### src/rtl/button_debouncer.sv
// Per-channel synchronizer + stability-count debouncer with registered rise/fall pulses.
// Optional BUTTON_DEBOUNCER_TOGGLE_EN adds a toggle output flipped on every accepted rise.
module button_debouncer #(
    parameter int WIDTH           = 2,
    parameter int DEBOUNCE_CYCLES = 16,
    parameter int SYNC_STAGES     = 2
) (
    input  logic             clk,
    input  logic             rst_n,
    input  logic [WIDTH-1:0] raw,
    output logic [WIDTH-1:0] q,
    output logic [WIDTH-1:0] rise,
    output logic [WIDTH-1:0] fall
`ifdef BUTTON_DEBOUNCER_TOGGLE_EN
    ,
    output logic [WIDTH-1:0] toggle
`endif
);

    localparam int CW = $clog2(DEBOUNCE_CYCLES + 1);
    localparam logic [CW-1:0] LAST = CW'(DEBOUNCE_CYCLES - 1);

    if (DEBOUNCE_CYCLES < 1) begin : g_bad_debounce
        $error("button_debouncer: DEBOUNCE_CYCLES must be >= 1");
    end
    if (SYNC_STAGES < 2) begin : g_bad_sync
        $error("button_debouncer: SYNC_STAGES must be >= 2");
    end

    // STABLE: synchronized level agrees with q. PENDING: a new level is being timed.
    typedef enum logic {
        ST_STABLE  = 1'b0,
        ST_PENDING = 1'b1
    } state_e;

    for (genvar i = 0; i < WIDTH; i++) begin : g_ch
        logic [SYNC_STAGES-1:0] sync_r;
        logic [CW-1:0]          cnt_r;
        logic                   s;
        logic                   q_r;
        logic                   rise_r;
        logic                   fall_r;
        state_e                 state;

        assign s     = sync_r[SYNC_STAGES-1];
        assign state = (s != q_r) ? ST_PENDING : ST_STABLE;

        always_ff @(posedge clk or negedge rst_n) begin
            if (!rst_n) begin
                sync_r <= '0;
                cnt_r  <= '0;
                q_r    <= 1'b0;
                rise_r <= 1'b0;
                fall_r <= 1'b0;
            end else begin
                sync_r <= {sync_r[SYNC_STAGES-2:0], raw[i]};
                rise_r <= 1'b0;
                fall_r <= 1'b0;
                case (state)
                    ST_STABLE: begin
                        // A glitch that returned to q lands here and discards its count.
                        cnt_r <= '0;
                    end
                    ST_PENDING: begin
                        if (cnt_r == LAST) begin
                            q_r    <= s;
                            cnt_r  <= '0;
                            rise_r <= s;
                            fall_r <= ~s;
                        end else begin
                            cnt_r <= cnt_r + CW'(1);
                        end
                    end
                    default: cnt_r <= '0;
                endcase
            end
        end

        assign q[i]    = q_r;
        assign rise[i] = rise_r;
        assign fall[i] = fall_r;

`ifdef BUTTON_DEBOUNCER_TOGGLE_EN
        logic toggle_r;

        // Flips on the same edge that launches the rise pulse.
        always_ff @(posedge clk or negedge rst_n) begin
            if (!rst_n) begin
                toggle_r <= 1'b0;
            end else if (state == ST_PENDING && cnt_r == LAST && s) begin
                toggle_r <= ~toggle_r;
            end
        end

        assign toggle[i] = toggle_r;
`endif
    end

endmodule
### config.mk
export PLATFORM = sky130hd
export DESIGN_NAME = button_debouncer
export DESIGN_NICKNAME = d
export VERILOG_FILES = /design/src/rtl/button_debouncer.sv
export SDC_FILE = /design/constraint.sdc
export NUM_CORES = 1
export LEC_CHECK = 0
export ABC_AREA = 1
export CAP_MARGIN = 20
export CORE_UTILIZATION = 52
export CTS_BUF_LIST = sky130_fd_sc_hd__clkbuf_16
export DETAILED_ROUTE_END_ITERATION = 16
export GPL_ROUTABILITY_DRIVEN = 0
export GPL_TIMING_DRIVEN = 0
export PLACE_DENSITY = 0.75
export SYNTH_ARGS = -nofsm -noshare
export SYNTH_HDL_FRONTEND = slang
export SYNTH_SLANG_ARGS = --single-unit
### constraint.sdc
create_clock -name clk -period 1.4 [get_ports clk]
set_input_delay 0.28 -clock clk [delete_from_list [all_inputs] [get_ports clk]]
set_output_delay 0.28 -clock clk [all_outputs]
set_load 0.02 [all_outputs]
==> impl_summary.log <==
INFO  metric ir_drop = between 0.8 and 0.9 mV
INFO  metric clk_path_buf_depth = 2
INFO  metric worstPathMaxFanout = 2
INFO  metric hold_ws = between 300 and 400 ps
INFO  metric fmax = between 0.7 and 0.8 GHz
INFO  metric dr.pass1.iters = 4
INFO  metric synth_top_cell_by_area = sky130_fd_sc_hd__dfrtp_1
INFO  metric synth-simple-area-share = 0.2298
INFO  metric synth_compound_gate_area_share = 0
INFO  metric synthDistinctLibCells = 11
INFO  metric grt_remaining_overflow = 0
INFO  metric synth.yosys.warnings = 0
INFO  metric power_density = approximately 1200 nW/um^2
INFO  metric final_area = between 1000 and 1500 um^2
INFO  metric rsz0062_at_grt = no
INFO  metric cts_tree = yes
INFO  metric diodes = 0
INFO  metric ctsRootBufferMaster = sky130_fd_sc_hd__clkbuf_16
INFO  metric hpwlAfterDp = around 800 um
INFO  metric syn_inst = 86
INFO  metric max_slew_margin = 0.4360
INFO  metric detailroute.via_count = 540
INFO  metric syn_area = approximately 820 um^2
INFO  metric initial_utilization = 0.5946
INFO  metric hold_path_class = reg -> reg
INFO  metric outcome = complete, no violations
INFO  metric final_nets = 108
INFO  metric postSynthNetCount = just over 90
INFO  metric htreeDepth = 1
INFO  metric count_of_flip_flops_with_a_built_in_enable_after_synthesis = 0
INFO  metric combinational_family_with_the_most_area_after_synthesis = simple AND/OR/NAND/NOR gates
INFO  metric drt_first_iter_violations = 6
INFO  metric worstPathRequired = 1120 ps
INFO  metric numPortBuffers = 9
INFO  metric die_area = around 1700 um^2
INFO  metric numClockSinks = 20
INFO  metric detail_route.drc_violations = 0
INFO  metric synth_async_reset_ratio = 1.000
INFO  metric post_synth_fa_ha_maj_area_fraction = 0.03044
INFO  metric clock_latency = approximately 240 ps
INFO  metric io_pins = 10
INFO  metric synth.most_common_cell = sky130_fd_sc_hd__dfrtp_1
INFO  metric muxShareOfSynthArea = 0
INFO  metric grt_first_pass_wirelength = 2208 um
INFO  metric drt.antenna.violating_nets = 0
INFO  metric setup_viol = 0
INFO  metric worst_pin_slew = between 800 and 900 ps
INFO  metric tns = 0 ps
INFO  metric initial_antenna_violation_count = 0
INFO  metric rows = 13
INFO  metric synth_commonest_cells = sky130_fd_sc_hd__dfrtp_1 (20), sky130_fd_sc_hd__nand2_1 (19), sky130_fd_sc_hd__nor2_1 (16), sky130_fd_sc_hd__inv_1 (12), sky130_fd_sc_hd__buf_4 (6)
INFO  metric via_per_inst = approximately 4.7
INFO  metric fraction_of_final_layout_cells_with_drive_strength_greater_than_1 = 0.1300
INFO  metric netlist_top_cells_area = sky130_fd_sc_hd__dfrtp_1 (61%), sky130_fd_sc_hd__nand2_1 (8.7%), sky130_fd_sc_hd__nor2_1 (7.3%), sky130_fd_sc_hd__buf_4 (5.5%), sky130_fd_sc_hd__inv_1 (5.5%)
INFO  metric layout_overhead_on_the_synthesized_area = 23.29%
INFO  metric clk_pin_slew = approximately 50 ps
INFO  metric final_hold_viol_count = 0
INFO  metric setup_crit_path_kind = reg -> out
INFO  metric syn_area_per_cell = approximately 9.6 um^2
INFO  metric worst_setup_path_start_kind = flop
INFO  metric period_share = 0.9575
INFO  metric place_area = about 930 um^2
INFO  metric post_drt_wl_per_cell = roughly 10 um
INFO  metric globalRouteTotalUtil = 0.1715
INFO  metric core_region_area = between 1000 and 1500 um^2
INFO  metric cts_buffers = 3
INFO  metric synth_top_flop_cell = sky130_fd_sc_hd__dfrtp_1
INFO  metric drv.max_cap_violation_count = 0
INFO  metric ys_ff_latch = 20
INFO  metric detail_route.wirelength = 1164 um
INFO  metric fp.dieW = roughly 42 um
INFO  metric maxSlewViolCount = 0
INFO  metric critical_path.endpoint_type = primary output
INFO  metric synth_seq_area_share = 0.6088
INFO  metric skew = 0.7146 ps
INFO  metric synth-xor-area-share = 0.02131
INFO  metric chipHeight = about 42 um
INFO  metric maximum_number_of_pins_on_one_net_before_global_route_repair = 21
INFO  metric grt_pass1_vias = roughly 540
INFO  metric worst_ep_arrival_time = about 1100 ps
INFO  metric cellLeakagePower = between 0.5 and 0.6 nW
INFO  metric layout_min_cycle_time = 1340 ps
INFO  metric yosys.area.top_type_share = 0.6088
placed cells by master, fill, tap and decap left out, drive strengths merged:
master,synthesis,layout
nand3,4,4
buf,6,8
xnor2,2,2
clkdlybuf4s50,0,3
nand4,4,4
dfrtp,20,20
ha,2,2
dlygate4sd2,0,6
nand2,20,20
clkbuf,0,3
inv,12,12
nor2,16,16
critical path: stages (launching register included):
cell and delay, ps:
sky130_fd_sc_hd__dfrtp_1 380, sky130_fd_sc_hd__buf_4 130, sky130_fd_sc_hd__dlygate4sd2_1 310
state kept, by name, summed over array words and instances, names as in the netlist:
name / count
g_ch.rise_r: 2
g_ch.sync_r: 4
g_ch.q_r: 2
g_ch.cnt_r: 10
g_ch.fall_r: 2
report_power, final:
part	switching, mW	total [mW]	internal (mW)
Sequential	0.0170	0.616	0.599
Combinational	0.0321	0.0561	0.0240
Clock	0.179	0.554	0.375
Total	0.228	1.23	0.998
layer usage:
metal | global-route usage | vias up | part of all wire | wire (um)
met5 | 0 | - | 0 | 0
met1 | 0.2122 | 241 | 0.49 | 567
met3 | 0.03913 | 2 | 0.026 | 30
met4 | 0.09677 | 0 | 0.012 | 14
met2 | 0.2750 | 8 | 0.47 | 552
li1 | - | 289 | - | -
worst paths after layout:
path	end	cells past startpoint	slack, ps	from
max	q[1]	2	60	g_ch[1].q_r
min reg2reg	g_ch[0].sync_r[1]	0	350	g_ch[0].sync_r[0]
max reg2reg	g_ch[0].cnt_r[0]	4	320	g_ch[0].cnt_r[0]
min in group asynchronous	g_ch[0].cnt_r[2]	1	520	rst_n
max in group asynchronous	g_ch[0].q_r	1	360	rst_n
min	g_ch[0].sync_r[1]	0	350	g_ch[0].sync_r[0]
kinds of logic (layout without fill, tap and decap cells):
group	count (synthesis)	in the layout
xor+xnor	2	2
fa+ha+maj	2	2
buf+inv	18	32
flops	20	20
simple gates	44	44
metrics by stage:
step,util,instances,power (mW),worst slack [ps]
after detailed placement,0.6733,110,0.6821,17.92
after global placement,0.6733,110,0.6802,45.41
final,0.7330,115,1.226,59.53
after global routing,0.7330,115,1.281,32.80
after floorplan,-,86,0.6551,423.4
after CTS,0.7222,113,1.245,4.693
cell type report:
class / instances / area, um^2
buffer: 6 / 45.04
tap: 15 / 18.77
sequential: 20 / 500.5
timing repair buffer: 11 / 97.59
multi-input combinational: 48 / 231.5
fill: 101 / 369.1
inverter: 12 / 45.04
clock buffer: 3 / 75.07
timing repair:
action | CTS | global route
buffers inserted | 0 | 2
hold endpoints to repair | 0 | 0
endpoints found under the setup margin | 6 | 2
pin swaps | 0 | 0
resized for setup | 6 | 0
cloned | 0 | 0
hold buffers | 0 | 0
No activity file was read; power rests on OpenSTA's default activity.
